--- src/rtl/qpsk_frame_deserializer.sv ---
// ---------------------------------------------------------------------------
// qpsk_frame_deserializer
//   Collects 2-bit dibits from the QPSK demodulator into FW-bit interleaved
//   frames for the deinterleaver. It aligns on start-of-frame, aborts frames
//   whose inter-symbol gap exceeds a timeout, and holds one finished frame in
//   an output register with valid/ready backpressure. A second complete frame
//   can wait in the collect register (state FULL) while the output is stalled.
//
// Ports
//   clk          in   system clock, all logic on posedge
//   rst          in   synchronous reset, active-high
//   sym_valid    in   sym_data/sym_sof valid this cycle
//   sym_data     in   demodulated dibit
//   sym_sof      in   marks the first dibit of a frame
//   frame_valid  out  frame_data holds a complete frame
//   frame_data   out  assembled frame, dibit i in bits [2i+1:2i]
//   frame_ready  in   consumer accepts frame_data when frame_valid=1
//   busy         out  FSM not in IDLE
//   err_runt     out  1-cycle pulse: partial frame aborted (restart or timeout)
//   err_overflow out  1-cycle pulse: symbol dropped while in FULL
//   frame_cnt    out  delivered frame count (handshakes), wraps at 255
//
// SYMS_PER_FRAME must be at least 2. GAP_TIMEOUT = 0 disables the timeout.
// ---------------------------------------------------------------------------
module qpsk_frame_deserializer #(
  parameter  int SYMS_PER_FRAME = 14,
  parameter  int GAP_TIMEOUT    = 8,
  localparam int FW             = 2 * SYMS_PER_FRAME
) (
  input  logic          clk,
  input  logic          rst,
  input  logic          sym_valid,
  input  logic [1:0]    sym_data,
  input  logic          sym_sof,
  output logic          frame_valid,
  output logic [FW-1:0] frame_data,
  input  logic          frame_ready,
  output logic          busy,
  output logic          err_runt,
  output logic          err_overflow,
  output logic [7:0]    frame_cnt
);

  localparam int IW = (SYMS_PER_FRAME > 1) ? $clog2(SYMS_PER_FRAME) : 1;
  localparam int GW = (GAP_TIMEOUT > 0) ? $clog2(GAP_TIMEOUT + 1) : 1;

  typedef enum logic [1:0] {
    IDLE    = 2'd0,
    COLLECT = 2'd1,
    FULL    = 2'd2
  } state_t;

  state_t        state_q;
  logic [IW-1:0] sym_idx_q;
  logic [GW-1:0] gap_cnt_q;
  logic [FW-1:0] col_q;
  logic [FW-1:0] out_q;
  logic          frame_valid_q;
  logic          err_runt_q;
  logic          err_overflow_q;
  logic [7:0]    frame_cnt_q;

  logic          hs_s;
  logic          last_sym_s;
  logic [GW-1:0] gap_inc_s;
  logic [IW:0]   bit_pos_s;
  logic [FW-1:0] col_ins_d;

  assign hs_s       = frame_valid_q & frame_ready;
  assign last_sym_s = (sym_idx_q == IW'(SYMS_PER_FRAME - 1));
  assign gap_inc_s  = gap_cnt_q + GW'(1);
  assign bit_pos_s  = {sym_idx_q, 1'b0};

  // Collect register with the incoming dibit written at the current index;
  // used both for ordinary collection and for the completing symbol.
  always_comb begin
    col_ins_d = col_q;
    col_ins_d[bit_pos_s +: 2] = sym_data;
  end

  // Frame assembly FSM with registered outputs and handshake counter.
  always_ff @(posedge clk) begin
    if (rst) begin
      state_q        <= IDLE;
      sym_idx_q      <= '0;
      gap_cnt_q      <= '0;
      col_q          <= '0;
      out_q          <= '0;
      frame_valid_q  <= 1'b0;
      err_runt_q     <= 1'b0;
      err_overflow_q <= 1'b0;
      frame_cnt_q    <= 8'd0;
    end else begin
      err_runt_q     <= 1'b0;
      err_overflow_q <= 1'b0;

      // Output drains on handshake; a frame loaded below in the same cycle
      // overrides this and keeps frame_valid high.
      if (hs_s) begin
        frame_cnt_q   <= frame_cnt_q + 8'd1;
        frame_valid_q <= 1'b0;
      end

      case (state_q)
        IDLE: begin
          // Hunting: only a start-of-frame dibit opens a frame.
          if (sym_valid && sym_sof) begin
            col_q[1:0] <= sym_data;
            sym_idx_q  <= IW'(1);
            gap_cnt_q  <= '0;
            state_q    <= COLLECT;
          end
        end

        COLLECT: begin
          if (sym_valid) begin
            gap_cnt_q <= '0;
            if (sym_sof) begin
              // New frame start before completion: drop the partial frame.
              col_q[1:0] <= sym_data;
              sym_idx_q  <= IW'(1);
              err_runt_q <= 1'b1;
            end else if (last_sym_s) begin
              sym_idx_q <= '0;
              if (!frame_valid_q || hs_s) begin
                out_q         <= col_ins_d;
                frame_valid_q <= 1'b1;
                state_q       <= IDLE;
              end else begin
                col_q   <= col_ins_d;
                state_q <= FULL;
              end
            end else begin
              col_q     <= col_ins_d;
              sym_idx_q <= sym_idx_q + IW'(1);
            end
          end else if (GAP_TIMEOUT != 0) begin
            if (gap_inc_s == GW'(GAP_TIMEOUT)) begin
              err_runt_q <= 1'b1;
              gap_cnt_q  <= '0;
              sym_idx_q  <= '0;
              state_q    <= IDLE;
            end else begin
              gap_cnt_q <= gap_inc_s;
            end
          end
        end

        FULL: begin
          // No space anywhere: every arriving symbol is lost and flagged,
          // including one that arrives in the cycle the output frees up.
          if (sym_valid) begin
            err_overflow_q <= 1'b1;
          end
          if (hs_s) begin
            out_q         <= col_q;
            frame_valid_q <= 1'b1;
            state_q       <= IDLE;
          end
        end

        default: begin
          state_q <= IDLE;
        end
      endcase
    end
  end

  assign frame_valid  = frame_valid_q;
  assign frame_data   = out_q;
  assign busy         = (state_q != IDLE);
  assign err_runt     = err_runt_q;
  assign err_overflow = err_overflow_q;
  assign frame_cnt    = frame_cnt_q;

endmodule

--- config.mk ---
export PLATFORM = sky130hd
export DESIGN_NAME = qpsk_frame_deserializer
export DESIGN_NICKNAME = d
export VERILOG_FILES = /design/src/rtl/qpsk_frame_deserializer.sv
export SDC_FILE = /design/constraint.sdc
export NUM_CORES = 1
export LEC_CHECK = 0
export ABC_AREA = 1
export CORE_MARGIN = 3
export CORE_UTILIZATION = 40
export DETAILED_ROUTE_END_ITERATION = 6
export MAX_ROUTING_LAYER = met4
export SLEW_MARGIN = 30
export SYNTH_ARGS = -nofsm -noshare
export SYNTH_HDL_FRONTEND = slang
export SYNTH_SLANG_ARGS = --single-unit
--- constraint.sdc ---
create_clock -name clk -period 2.95 [get_ports clk]
set_input_delay 0.59 -clock clk [delete_from_list [all_inputs] [get_ports clk]]
set_output_delay 0.59 -clock clk [all_outputs]
set_load 0.1 [all_outputs]
; ---- Word level (Yosys, flattened, before mapping)
; Cells that the tools add are included.
[classes]
n_mux = 42
n_bitwise = 4
reduce_logical = 15
shifts = 2
eq_ne = 15
add_sub_neg = 4
[ops]
columns = op, n
row1 = 2-to-1 mux 28 bit, 7
row2 = one-hot mux 28 bit (2 select lines), 1
row3 = 2-to-1 mux 4 bit, 8
row4 = bitwise mux 28 bit, 1
row5 = "variable shift 2 x 7 -> 28 bit, first input constant", 1
row6 = indexed part select 2 x 7 -> 28 bit, 1
row7 = 2-to-1 mux 2 bit, 10
row8 = one-hot mux 4 bit (2 select lines), 2
row9 = "!= test 2 bit, second input constant", 7
row10 = 2-to-1 mux 1 bit, 10
row11 = "!= test 3 bit, second input constant", 3
row12 = "adder 4 x 1 -> 4 bit, second input constant", 2
row13 = "adder 8 x 1 -> 8 bit, second input constant", 1
row14 = "== test 4 bit, second input constant", 2
row15 = AND reduction 4 bit, 2
row16 = negation 5 -> 7 bit, 1
row17 = one-hot mux 2 bit (3 select lines), 1
row18 = AND reduction 6 bit, 1
row19 = nonzero test 2 bit, 3
row20 = AND reduction 5 bit, 1
row21 = "!= test 4 bit, second input constant", 1
row22 = one-hot mux 2 bit (2 select lines), 1
row23 = OR reduction 2 bit, 2
row24 = NOT 1 bit, 3
row25 = other kinds (10), 10
[totals]
out_inout_bits = 40
reg_bits = 77
input_bits = 7

; ---- Depth between registers and ports, before layout
; Gate-level depths: netlist of run 1.
[logic_depth]
word_depth = 8
mapped_depth = 13
mapped_depth_nobuf = 13

; ---- Least setup slack after synthesis of run 1
; Ideal clock, no wire load.
[synth_path]
path_type = reg2reg
start = reg frame_valid_q (netlist: frame_valid)
end = reg frame_cnt_q[7] (netlist: frame_cnt[7])
path_slack_ns = 0.757
t_required_ns = 2.840
setup_time_ns = 0.110
path_stages_with_launch = 10
arrival_time_ns = 2.083
period_less_slack_ns = 2.193
cell_sequence = dfxtp_1 > nand2_1 > inv_1 > nand2_1 > nor2_1 > nand2_1 > nor3_1 > nand3_1 > nand2_1 > nor2_1
[synth_via]
elab_chain_cells = 1
[synth_rtl]
columns = item, line_no
row1 = from (decl), 58  ; logic frame_valid_q;
row2 = from (signal assigned), 89  ; frame_valid_q <= 1'b0;
row3 = from (signal assigned), 101  ; frame_valid_q <= 1'b0;
row4 = from (signal assigned), 127  ; frame_valid_q <= 1'b1;
row5 = AND 1 bit, 69  ; assign hs_s = frame_valid_q & frame_ready;
row6 = to (signal assigned), 100  ; frame_cnt_q <= frame_cnt_q + 8'd1;
row7 = to (decl), 61  ; logic [7:0] frame_cnt_q;
; Every way passes these cells.
; A chain may end at the register's enable or synchronous reset.

; ---- Worst setup path in the final report of run 1
[layout_path]
start = reg sym_idx_q[0]
end = reg col_q[3]
[layout_via]
elab_chain_cells = 5
elab_cells_between_ends = 9
[layout_rtl]
columns = item, line_no
row1 = from (decl), 54  ; logic [IW-1:0] sym_idx_q;
row2 = from (signal assigned), 135  ; sym_idx_q <= sym_idx_q + IW'(1);
row3 = negation 5 -> 7 bit, 78  ; col_ins_d[bit_pos_s +: 2] = sym_data;
row4 = indexed part select 2 x 7 -> 28 bit or variable shift 2 x 7 -> 28 bit (tied branches), 78
row5 = bitwise mux 28 bit, 78
row6 = 2-to-1 mux 28 bit, 125  ; if (!frame_valid_q || hs_s) begin
row7 = 2-to-1 mux 28 bit, 123  ; end else if (last_sym_s) begin
row8 = to (signal assigned), 130  ; col_q <= col_ins_d;
row9 = to (signal assigned), 134  ; col_q <= col_ins_d;
row10 = to (decl), 56  ; logic [FW-1:0] col_q;
; Several ways; a longest one is shown, not always the timed one. The select of a mux whose other input is x is not followed.

==> metrics.md, run 1 <==
| Metric | Value |
|---|---|
| Outcome | `finished clean` |
| Die height | `112 µm` |
| CP endpoint kind | `flip-flop` |
| Switching Fraction | `30.7%` |
| Hold_sp | `state_q[1]` |
| Sequential-to-total area share from yosys stat | `34.0%` |
| Endpoints failing hold | `0` |
| Number of H-tree levels | `3` |
| Syn. warnings | `0` |
| Global-route wire length before repair | `19600 µm` |
| Worst R2R Start | `sym_idx_q[0]` |
| # DRC | `0` |
| Fin Setup TNS | `0 ns` |
| Nets@finish | `810` |
| Non-Filler Instances | `936` |
| Power Internal | `1980 µW` |
| Via density | `4.78` |
| Total gr overflow | `0` |
| Min cycle time layout | `2.31 ns` |
| Wirelength, routed | `11100 µm` |
| Clock skew after layout | `0.00712 ns` |
| Worst Path Arrival | `2.53 ns` |
| Initial core utilization | `41.3%` |
| Vias in the first global route | `4271` |
| FF-to-FF path depth | `9` |
| IO Pins | `47` |
| Layout cell share with drive strength beyond 1 | `9.80%` |
| Final Wtd Congestion | `0.864` |
| Post-Syn Instances | `754` |
| CTS max path bufs | `2` |
| Largest net degree at the start of global routing | `57` |
| Worst Path Max Fanout | `13` |
| Max Clk Rate | `433 MHz` |
| Worst hold path depth | `2` |
| Net Sw Power | `880 µW` |
| Post CTS Setup Buffer Count | `0` |
| Setup violators final | `0` |
| Post-synthesis cell area | `4540 µm²` |
| P per Cell Area | `539 nW/µm²` |
| Core area | `11000 µm²` |
| Syn avg cell area | `6.02 µm²` |
| DIE AREA | `12700 µm²` |
| CTS Sinks | `77` |
| N_diodes | `0` |
| Skew-Pair Late Insertion Delay | `0.34 ns` |
| Main area contributors after synthesis | `dfxtp_1 34%, nand2_1 20%, inv_1 12%` |
| TritonCTS clock tree | `done` |
| Worst IR Drop VDD | `0.357 mV` |
| Tcrit/Tclk final | `78.2%` |
| Post-CTS Resized | `0` |
| Num CTS Buffers | `9` |
| GRT Overall Usage | `19.2%` |
| Pre-antenna DRT Iters | `4` |
| Clock transition at path regs | `0.06 ns` |
| Crit. Startpoint | `sym_idx_q[0]` |
| Synthesized net count | `773` |
| Data required time of the critical path | `3.17 ns` |
| Hold crit path type | `reg2reg` |
| Combinational Power Share | `19.9%` |
| Count of different cell masters after synthesis | `31` |
| Area Overhead vs Synth | `17.1%` |
| Crit Path Class | `reg2reg` |
| Top cell type's share of synthesized area | `34.0%` |
| Starting DRC count in detailed routing | `271` |
| Via count | `4471` |
| #FFs+latches synth | `77` |
| Port Buffers | `46` |
| Fin. max-slew vios | `0` |
| Reg power frac | `39.4%` |
| Max-cap check violation count | `0` |
| Area leader, netlist | `dfxtp_1` |
| Initial antenna violation count | `0` |
| Post-route ant nets | `0` |
| Placed cells | `920` |
| Final HPWL DP | `7800 µm` |
| Clock power share | `40.6%` |
| Placement Rows | `38` |
| Die Wd | `112 µm` |
| WL/cell | `11.8 µm` |
| Worst-margin pin slew | `0.582 ns` |
| Leakage | `0.00288 µW` |
| Max-slew headroom | `61.2%` |
| RSZ-0062 raised after global routing | `no` |
| CTS root buffer | `clkbuf_16` |
| Hold buffers post-CTS | `0` |
| Crit start category | `flip-flop` |
## worst paths after layout
path                              endpoint  slack, ns
worst max-delay path              col_q[3]       0.64
worst min-delay path            state_q[1]       0.50
worst max register to register    col_q[3]       0.64
worst min register to register  state_q[1]       0.50
## Yosys cell counts
library cell  number
nand3b_1           1
and2_1             2
nand2_1          238
a41oi_1            1
nand3_2            2
xor2_1             2
inv_1            143
ha_1              12
clkinv_1           2
a21oi_1           59
o211a_1            1
nor4_1             1
inv_2              2
buf_6              3
nor2_1            62
nor3_1            11
nor2_2             5
buf_2              7
nand3_1           61
nand2_2            2
a21oi_2            2
o21ai_2            1
nor3b_1            1
buf_1              1
clkbuf_1          16
dfxtp_1           77
nand4_1            5
buf_4              1
a31oi_1            1
nor2_4             2
o21ai_0           30
## cell usage in the layout, fill, tap and decap left out, types with 2 or more instances in the layout
cell             instances
nor3_1                  11
nand3_2                  2
bufinv_16                2
a21oi_2                  2
buf_4                   47
xor2_1                   2
nor2_1                  62
ha_1                    12
o21ai_0                 30
a21oi_1                 59
nand3_1                 61
clkbuf_16                9
nand2_2                  2
inv_1                  143
clkdlybuf4s50_1          6
nor2_2                   5
dfxtp_1                 77
nand2_1                238
clkbuf_1                 2
clkinv_2                 3
inv_2                    2
nand4_1                  5
nor2_4                   2
and2_1                   2
clkinv_1                 2
## cells by family (layout without fill, tap and decap cells)
group,after synthesis,after routing,share of synthesized area [%]
DFF,77,77,34.0
xor gates and xnor gates,2,2,0.386
and+or+nand+nor,393,393,36.1
adders and majority gates,12,12,3.31
buffers and inverters,175,217,15.3
AOI/OAI and AO/OA,95,95,11.0
## power by group through the flow
stage	registers (µW)	clock network, µW	logic, µW
2_1_floorplan	1180	0	409
3_3_place_gp	1150	0	563
3_5_place_dp	1150	0	570
4_1_cts	1130	1200	572
5_1_grt	1130	1230	651
6_report	1130	1160	570
## flip-flops by register name, indices dropped and copies added (netlist names), 2 cells and up
name	cells
state_q	2
frame_cnt	8
sym_idx_q	4
frame_data	28
gap_cnt_q	4
col_q	28
## metrics by stage
step / total power (µW) / hold slack [ns] / instance area, µm² / util (%) / worst slack [ns]
floorplan: 1590 / 0.457 / 4540 / - / 0.757
global placement: 1710 / 0.466 / 5000 / 45.6 / 0.502
detailed placement: 1720 / 0.481 / 5000 / 45.6 / 0.440
CTS: 2900 / 0.494 / 5310 / 48.4 / 0.675
global route: 3010 / 0.520 / 5310 / 48.4 / 0.354
finish: 2860 / 0.497 / 5310 / 48.4 / 0.642
## layer usage
layer	vias to the layer above	part of all wire, %	GRT usage, %
met5	-	0	-
met4	0	2.0	6.65
met3	16	4.1	3.88
met2	76	45	30.2
met1	2000	49	24.6
li1	2379	-	-
## worst max-delay path: stages, from the launching register on
cell	delay (ns)
dfxtp_1	0.54
inv_2	0.17
nand3_1	0.16
nand2_1	0.30
inv_1	0.39
nand2_1	0.21
nand2_1	0.10
o21ai_0	0.09
o21ai_0	0.17
inv_1	0.05
## layout make-up
type	count	area [µm²]
fillers	1157	5670
multi-input cells	502	2300
flip-flops and latches	77	1540
inverters	147	552
repair buffers	54	433
clock buffers	11	233
well taps	140	175
clock inverters	5	75.1
Note: power is estimated with default switching activity, not from simulation.
==> run 2: changes to the inputs <==
Clock period 2.95 ns to 2 ns, I/O delays scaled along.
==> metrics.md, run 2 (same netlist as run 1, synthesis figures left out) <==
| Metric | Value |
|---|---|
| CP endpoint kind | `flip-flop` |
| FF-to-FF path depth | `8 (-1)` |
| Max-slew headroom | `72.2% (+11 points)` |
| CTS max path bufs | `2 (unchanged)` |
| Via density | `4.72 (-1.2%)` |
| CP max stage cell | `dfxtp_1` |
| DIE AREA | `12700 µm² (unchanged)` |
| GRT Overall Usage | `18.7% (-0.46 points)` |
| Num CTS Buffers | `9 (unchanged)` |
| CTS Sinks | `77 (unchanged)` |
| Endpoints failing hold | `0 (unchanged)` |
| Fin. max-slew vios | `0 (unchanged)` |
| Area Overhead vs Synth | `22.2%` |
| Vias in the first global route | `4158 (-2.6%)` |
| P per Cell Area | `772 nW/µm² (+43%)` |
| Final HPWL DP | `7980 µm (+2.3%)` |
| Tcrit/Tclk final | `92.9% (+15 points)` |
| RSZ-0062 raised after global routing | `yes` |
| Leakage | `0.00301 µW (+4.6%)` |
| Max-cap check violation count | `0 (unchanged)` |
| Nets@finish | `834 (+3.0%)` |
| Outcome | `finished clean` |
| Post-place setup slack | `0.0117 ns (-0.429 ns)` |
| R2R Setup Slk | `0.14 ns (-0.50 ns)` |
| Placed cells | `944 (+2.6%)` |
| IO Pins | `47 (unchanged)` |
| Data required time of the critical path | `2.27 ns (-0.90 ns)` |
| Via count | `4530 (+1.3%)` |
| # DRC | `0 (unchanged)` |
| Non-Filler Instances | `960 (+2.6%)` |
| Post CTS Setup Buffer Count | `0 (unchanged)` |
| Crit path cell chain | `inv_2, ha_1, inv_1, nor3_1, inv_1, o21ai_0, nand2_1, a21oi_1` |
| Layout cell share with drive strength beyond 1 | `12.8% (+3.0 points)` |
| Worst Path Arrival | `2.13 ns (-0.40 ns)` |
| Max Clk Rate | `538 MHz (+24%)` |
| # fillers | `1121 (-3.1%)` |
| Crit start category | `flip-flop` |
| R2R Path End | `frame_data[19]` |
| Hold_sp | `state_q[0]` |
| Total gr overflow | `0 (unchanged)` |
| Worst hold path depth | `2 (unchanged)` |
| N_diodes | `0 (unchanged)` |
| Worst-margin pin slew | `0.416 ns (-0.166 ns)` |
| Wirelength, routed | `11300 µm (+2.3%)` |
| Port Buffers | `46 (unchanged)` |
| Worst IR Drop VDD | `0.349 mV (-2.4%)` |
| Initial antenna violation count | `0 (unchanged)` |
| WL/cell | `11.8 µm (-0.26%)` |
| Worst R2R Start | `sym_idx_q[0]` |
| Min cycle time layout | `1.86 ns (-0.450 ns)` |
| CP most frequent cell | `inv_1` |
| Post-route ant nets | `0 (unchanged)` |
| Final worst slack | `0.142 ns (-0.500 ns)` |
| Global-route wire length before repair | `19200 µm (-2.1%)` |
| Most frequent cells in the layout | `238 x nand2_1, 143 x inv_1, 76 x dfxtp_1` |
| CTS root buffer | `clkbuf_16` |
| Final Wtd Congestion | `0.922 (+6.7%)` |
| Number of H-tree levels | `3 (unchanged)` |
| Clock skew after layout | `0.00766 ns (+0.000534 ns)` |
| Largest net degree at the start of global routing | `45 (-21%)` |
| TritonCTS clock tree | `done` |
| Clock transition at path regs | `0.06 ns (about the same)` |
| Slowest stage delay, CP | `0.36 ns (-0.18 ns)` |
| Initial core utilization | `41.3% (unchanged)` |
| Most common cell after layout, fill and taps aside | `nand2_1` |
| Skew-Pair Late Insertion Delay | `0.34 ns (about the same)` |
| Die Wd | `112 µm (unchanged)` |
| Worst Path Max Fanout | `5 (-8)` |
| Placement Rows | `38 (unchanged)` |
| Core area | `11000 µm² (unchanged)` |
| Fin Hold WS | `0.492 ns (-0.00453 ns)` |
| Die height | `112 µm (unchanged)` |
| Crit Path Class | `reg2reg` |
| Pre-antenna DRT Iters | `6 (+2)` |
| Hold path endpoint | `state_q[0]` |
| Setup violators final | `0 (unchanged)` |
| Starting DRC count in detailed routing | `229 (-15%)` |
| Hold crit path type | `reg2reg` |
-- run 2: changes by cell type in the layout (fill, tap and decap cells not counted) --
cell,previous run,this run
nor2_4,2,3
bufinv_16,2,1
clkinv_4,0,2
clkbuf_8,0,1
buf_12,1,5
dfxtp_1,77,76
buf_4,47,67
nor2_2,5,4
dfxtp_2,0,1
clkbuf_1,2,0
-- run 2: report_power, final --
group,switching (µW),internal (µW),leakage (µW)
Combinational,641,336,0.00223
Sequential,48.0,1600,0.000624
Clock,652,998,0.000152
Total,1340,2940,0.00301
-- run 2: area by class of cell --
cell class                      instances  area (µm²)  share of cell area [%]
Multi-Input combinational cell        502        2310                    41.6
Clock inverter                          6        62.6                    1.13
Tap cell                              140         175                    3.16
Timing Repair Buffer                   78         663                    12.0
Inverter                              147         552                    9.96
Sequential cell                        77        1540                    27.8
Clock buffer                           10         239                    4.31
-- run 2: how the worst max path moves through the flow --
| stage | slack (ns) | endpoint | startpoint | depth (start not counted) |
|---|---|---|---|---|
| 2_1_floorplan | 0.03 | frame_cnt[6] | frame_cnt[1] | 7 |
| 3_3_place_gp | 0.03 | frame_cnt[7] | frame_ready | 10 |
| 3_5_place_dp | 0.01 | frame_cnt[7] | frame_ready | 10 |
| 4_1_cts | 0.17 | col_q[6] | sym_idx_q[1] | 11 |
| 5_1_grt | -0.03 | col_q[6] | sym_idx_q[1] | 11 |
| 6_report | 0.14 | frame_data[19] | sym_idx_q[0] | 8 |
-- run 2: worst max-delay path, delay by kind of cell (launching register included) --
family                     cells  cell delay [ns]
buffers and inverters          3             0.29
and+or+nand+nor                2             0.46
DFF                            1             0.36
adders and majority gates      1             0.32
AOI/OAI and AO/OA              2             0.37
-- run 2: metrics by stage --
stage / power, µW / setup TNS [ns] / utilization (%) / instance area [µm²]
after floorplan: 2340 / 0 / - / 4540
after global placement: 2640 / 0 / 47.7 / 5240
after detailed placement: 2660 / 0 / 47.7 / 5240
after CTS: 4310 / 0 / 50.4 / 5540
after global routing: 4510 / -0.106 / 50.5 / 5540
final: 4280 / 0 / 50.5 / 5540
-- run 2: what timing repair did --
item,in CTS,in global routing
hold buffers,0,0
gates resized for setup,0,1
setup endpoints to repair,0,9
-- run 2: routing by layer --
metal	global-route usage, %	wire, µm
met2	31.1	5310
met3	2.48	471
met1	23.8	5470
met4	5.77	90
met5	-	0
==> run 3: changes to the inputs <==
Settings changed: CAP_MARGIN set to 0.
==> results of run 3 <==
The final DEF is identical to that of run 2; final timing and power are the same.
==> RTL edit 1: new RTL, config.mk and constraints of run 3 <==
The 3 states of `state_t` get a one-hot encoding in 3 bits.
--- a/src/rtl/qpsk_frame_deserializer.sv
+++ b/src/rtl/qpsk_frame_deserializer.sv
@@ -46,6 +46,6 @@
 
-  typedef enum logic [1:0] {
-    IDLE    = 2'd0,
-    COLLECT = 2'd1,
-    FULL    = 2'd2
+  typedef enum logic [2:0] {
+    IDLE    = 3'b001,
+    COLLECT = 3'b010,
+    FULL    = 3'b100
   } state_t;
Formal check against the unedited RTL: no difference found for any inputs over 10 cycles, from zero or initial values and one cycle with rst high; not proved beyond that.
==> RTL edit 1 against run 3 <==
Via count is 3.8% lower. Non-clock buffer count is 1 higher. Fmax rose by 4.5%. Design area shrank 6.2%. Highest routed layer unchanged. Sequential cell count grew 1. Worst setup slack improved by 0.079 ns. Power shrank 9.1%. Wire length shrank 2.9%. Global-route usage rose by 0.35 points. Critical endpoint is now frame_data[0]. Area after synthesis is 2.8% lower. Cell count is 8.0% lower.
==> RTL edit 1: results (changes against run 3) <==
INFO  metric dp.cells = 868 (-8.1%)
INFO  metric cp_max_fo = 20 (+15)
INFO  metric use_met2 = 31.19% (+0.12 points)
INFO  metric synth_cell_type_count = 35 (+13%)
INFO  metric grt.met3_usage = 4.585% (+2.1 points)
INFO  metric globalRouteTotalUtil = 19.10% (+0.35 points)
INFO  metric finish.cell_count_without_fillers = 883 (-8.0%)
INFO  metric synth-adder-area-share = 2.270% (-1.0 points)
INFO  metric syn_inst = 680 (-9.8%)
INFO  metric met1Wirelength = 5.147 mm (-5.9%)
INFO  metric whs_endpoint = gap_cnt_q[3]
INFO  metric hp-class = reg -> reg
INFO  metric drive_above_1_share = 17.14% (+4.3 points)
INFO  metric synth.area.top_cells = sky130_fd_sc_hd__dfxtp_1 (35%), sky130_fd_sc_hd__nand2_1 (13%), sky130_fd_sc_hd__inv_1 (7.5%), sky130_fd_sc_hd__a21oi_1 (7.3%), sky130_fd_sc_hd__nor2_1 (7.2%)
INFO  metric setup.reg_to_reg.worst_slack = 0.22 ns (+0.08 ns)
INFO  metric detailroute.wirelength.met2 = 5.088 mm (-4.3%)
INFO  metric synth_compound_gate_area_share = 14.19% (+3.2 points)
INFO  metric clockRootBuffer = sky130_fd_sc_hd__clkbuf_8
INFO  metric dr.pass1.iters = 4 (-2)
INFO  metric regToRegEndpoint = frame_data[0]
INFO  metric drt-total-wl = 11.02 mm (-2.9%)
INFO  metric worst_hold_slack = 0.4891 ns (-0.003196 ns)
INFO  metric wl_met3 = 600 um (+27%)
INFO  metric final_net_count = 758 (-9.1%)
INFO  metric cp.arrival = 2.05 ns (-0.08 ns)
INFO  metric grt_first_pass_wirelength = 19.01 mm (-1.1%)
INFO  metric synth-xor-area-share = 0.7946% (+0.41 points)
INFO  metric grt_max_degree = 35 (-22%)
INFO  metric placement.cell_area = 5040 sq um (-3.7%)
INFO  metric tightestPinTransition = 0.3983 ns (-0.01804 ns)
INFO  metric gp_routability_congestion = 0.8730 (-5.3%)
INFO  metric place_worst_setup_slack = 0.01843 ns (+0.006780 ns)
INFO  metric post_synth_most_frequent_cells = sky130_fd_sc_hd__nand2_1 (157), sky130_fd_sc_hd__inv_1 (88), sky130_fd_sc_hd__nor2_1 (84), sky130_fd_sc_hd__dfxtp_1 (78), sky130_fd_sc_hd__a21oi_1 (64)
INFO  metric clk_pin_slew = 0.08 ns (+0.02 ns)
INFO  metric synth_sequential_area_ratio = 35.41% (+1.4 points)
INFO  metric synth_fp_nets = 695 (-10%)
INFO  metric first_global_vias = 4164 (+0.14%)
INFO  metric hold_wc_startpoint = gap_cnt_q[3]
INFO  metric run_status = complete, no violations
INFO  metric fin_skew = 0.01230 ns (+0.004647 ns)
INFO  metric routed_via_density = 4.935 (+4.6%)
INFO  metric hpwl_after_detailed_placement = 8.187 mm (+2.6%)
RTL edit 1: logic make-up after synthesis:
group	after synthesis
simple gates	343
buf+inv	126
compound gates	121
flops	78
fa+ha+maj	8
xor+xnor	4
RTL edit 1: worst max path at each step:
stage               slack, ns  cells after the start             end         start
global placement         0.03                      9   frame_data[1]   frame_ready
CTS                      0.16                      9   frame_data[9]  sym_idx_q[0]
detailed placement       0.02                      8       col_q[19]   frame_ready
global route             0.06                      9  frame_data[24]  sym_idx_q[1]
floorplan                0.03                      7    frame_cnt[6]  frame_cnt[1]
finish                   0.22                     12   frame_data[0]  sym_idx_q[0]
RTL edit 1: area by class of cell:
class / instances / area, sq um
clock buffer: 13 / 138.9
clock inverter: 2 / 10.01
fill: 1061 / 5310
inverter: 99 / 372.9
multi-input combinational: 476 / 2298
sequential: 78 / 1563
tap: 136 / 170.2
timing repair buffer: 79 / 645.6
RTL edit 1: power breakdown:
part           internal [uW]  switching (uW)
Combinational            317             880
Sequential              1640            43.2
Clock                    442             565
==> RTL edit 2: new RTL, config.mk and constraints of run 3 <==
Made on the original files. The parameter `SYMS_PER_FRAME` goes from 14 to 28.
--- a/src/rtl/qpsk_frame_deserializer.sv
+++ b/src/rtl/qpsk_frame_deserializer.sv
@@ -25,3 +25,3 @@
 module qpsk_frame_deserializer #(
-  parameter  int SYMS_PER_FRAME = 14,
+  parameter  int SYMS_PER_FRAME = 28,
   parameter  int GAP_TIMEOUT    = 8,
Interface: changed (resized frame_data); port bits go from 47 to 75. The function was not compared with the original's and may differ.
==> RTL edit 2 against run 3 <==
Worst setup slack worse by 0.036 ns. Fmax is 1.9% lower. Wire length rose by 110%. Global-route usage is 3.7 points higher. Design area rose by 80%. Area after synthesis grew 76%. Utilization up 0.73 points. Critical path depth unchanged. Sequential cell count up 57. Sequential share of layout area is 0.96 points lower. Non-clock buffer count grew 78. Power up 88%. Count of clock-buffer cells in the layout rose by 9. Combinational power rose by 84%. Largest cell class unchanged. Highest routed layer unchanged.
==> RTL edit 2: results (changes against run 3) <==
INFO  metric grt_max_degree = 42 (-6.7%)
INFO  metric first_global_vias = 7563 (+82%)
INFO  metric clock-sinks = 134 (+74%)
INFO  metric n_fill_cell = 2075 (+85%)
INFO  metric globalRouteTotalUtil = 22.41% (+3.7 points)
INFO  metric cts_made_buffers = 17 (+8)
INFO  metric final_net_count = 1484 (+78%)
INFO  metric detail_route.wl_per_cell = 13.37 um (+13%)
INFO  metric critical_path.slowest_cell = sky130_fd_sc_hd__nor3_1
INFO  metric power.ir.vdd_worst = 0.5472 mV (+57%)
INFO  metric max-slew-margin-rel = 65.15% (-7.1 points)
INFO  metric min_delay_path_depth = 1 (-1)
INFO  metric grt_first_pass_wirelength = 38.05 mm (+98%)
INFO  metric synth_fp_nets = 1366 (+77%)
INFO  metric drive_above_1_share = 15.74% (+2.9 points)
INFO  metric dr.pass1.iters = 6 (unchanged)
INFO  metric routed_via_density = 4.748 (+0.63%)
INFO  metric fin_skew = 0.01145 ns (+0.003792 ns)
INFO  metric htreeDepth = 4 (+1)
INFO  metric area.sequential = 2686 sq um (+74%)
INFO  metric synth_cell_type_count = 31 (unchanged)
INFO  metric final.clkbuf_count = 19 (+9)
INFO  metric hold_wc_startpoint = frame_cnt[7]
INFO  metric non_clock_buffer_area_share = 12.86% (+0.89 points)
INFO  metric synth.area.top_cells = sky130_fd_sc_hd__dfxtp_1 (34%), sky130_fd_sc_hd__nand2_1 (22%), sky130_fd_sc_hd__inv_1 (12%), sky130_fd_sc_hd__a21oi_1 (7.9%), sky130_fd_sc_hd__nand3_1 (7.1%)
INFO  metric nMultiInputCombCells = 885 (+76%)
INFO  metric iteration_0_drc_count_of_the_detailed_router = 556 (+140%)
INFO  metric timing.critical_path.slowest_cell_delay = 0.38 ns (+0.02 ns)
INFO  metric gp_routability_congestion = 0.9761 (+5.9%)
INFO  metric buffers_excl_clock = 156 (+100%)
INFO  metric clock_area_share = 6.309% (+0.87 points)
INFO  metric multi_input_area = 4031 sq um (+75%)
INFO  metric post_synth_most_frequent_cells = sky130_fd_sc_hd__nand2_1 (462), sky130_fd_sc_hd__inv_1 (263), sky130_fd_sc_hd__dfxtp_1 (134), sky130_fd_sc_hd__a21oi_1 (127), sky130_fd_sc_hd__nand3_1 (114)
INFO  metric port_buffers = 74 (+61%)
INFO  metric hpwl_after_detailed_placement = 16.27 mm (+100%)
INFO  metric cp.arrival = 2.26 ns (+0.13 ns)
INFO  metric static_leakage = 0.005436 uW (+81%)
INFO  metric clk_latency = 0.43 ns (+0.09 ns)
INFO  metric synth_sequential_area_ratio = 33.55% (-0.44 points)
INFO  metric cp_max_fo = 4 (-1)
INFO  metric run_status = complete, no violations
## RTL edit 2: cell count changes after synthesis, sizes merged, moves of 4 or more
cell,change
nand2,+228
dfxtp,+57
inv,+126
a21oi,+66
buf,+22
nor2,+39
nand4,+6
clkbuf,+7
o21ai,-4
nand3,+54
## RTL edit 2: kinds of logic (layout without fill, tap and decap cells)
logic type | after synthesis | after routing | share of synthesized area (%)
compound gates | 156 | 156 | 9.920
xor+xnor | 3 | 3 | 0.3286
fa+ha+maj | 10 | 10 | 1.565
buf+inv | 330 | 461 | 16.85
flops | 134 | 134 | 33.55
simple gates | 716 | 716 | 37.79
## RTL edit 2: stage by stage
| stage | instance area, sq um | setup slack (ns) | std cells | utilization (%) |
|---|---|---|---|---|
| CTS | 9918 | 0.004983 | 1743 | 50.79 |
| detailed placement | 9288 | -0.1699 | 1711 | 47.57 |
| global route | 9995 | -0.02078 | 1745 | 51.19 |
| floorplan | 8000 | 0.09278 | 1349 | - |
| global placement | 9288 | -0.08813 | 1711 | 47.57 |
| finish | 9995 | 0.1057 | 1745 | 51.19 |
## RTL edit 2: timing repair
action | in CTS | in global routing
endpoints found under the setup margin | 0 | 110
buffers inserted | 0 | 2
hold endpoints to repair | 0 | 0
gates resized for setup | 0 | 14
## RTL edit 2: layer usage
metal,global-route usage (%),share of wire (%)
met1,29.39,47
met3,4.323,5.1
met5,-,0
met2,34.82,45
met4,7.829,2.5
## RTL edit 2: worst paths after layout
path	end	slack [ns]
setup / recovery	frame_data[23]	0.11
hold / removal	frame_cnt[7]	0.46
setup reg to reg	frame_data[23]	0.11
hold reg to reg	frame_cnt[7]	0.46
## RTL edit 2: where the power goes
part	internal [uW]	switching (uW)	total, uW
logic	643	1160	1800
registers	2780	65.9	2850
clock network	2150	1260	3410
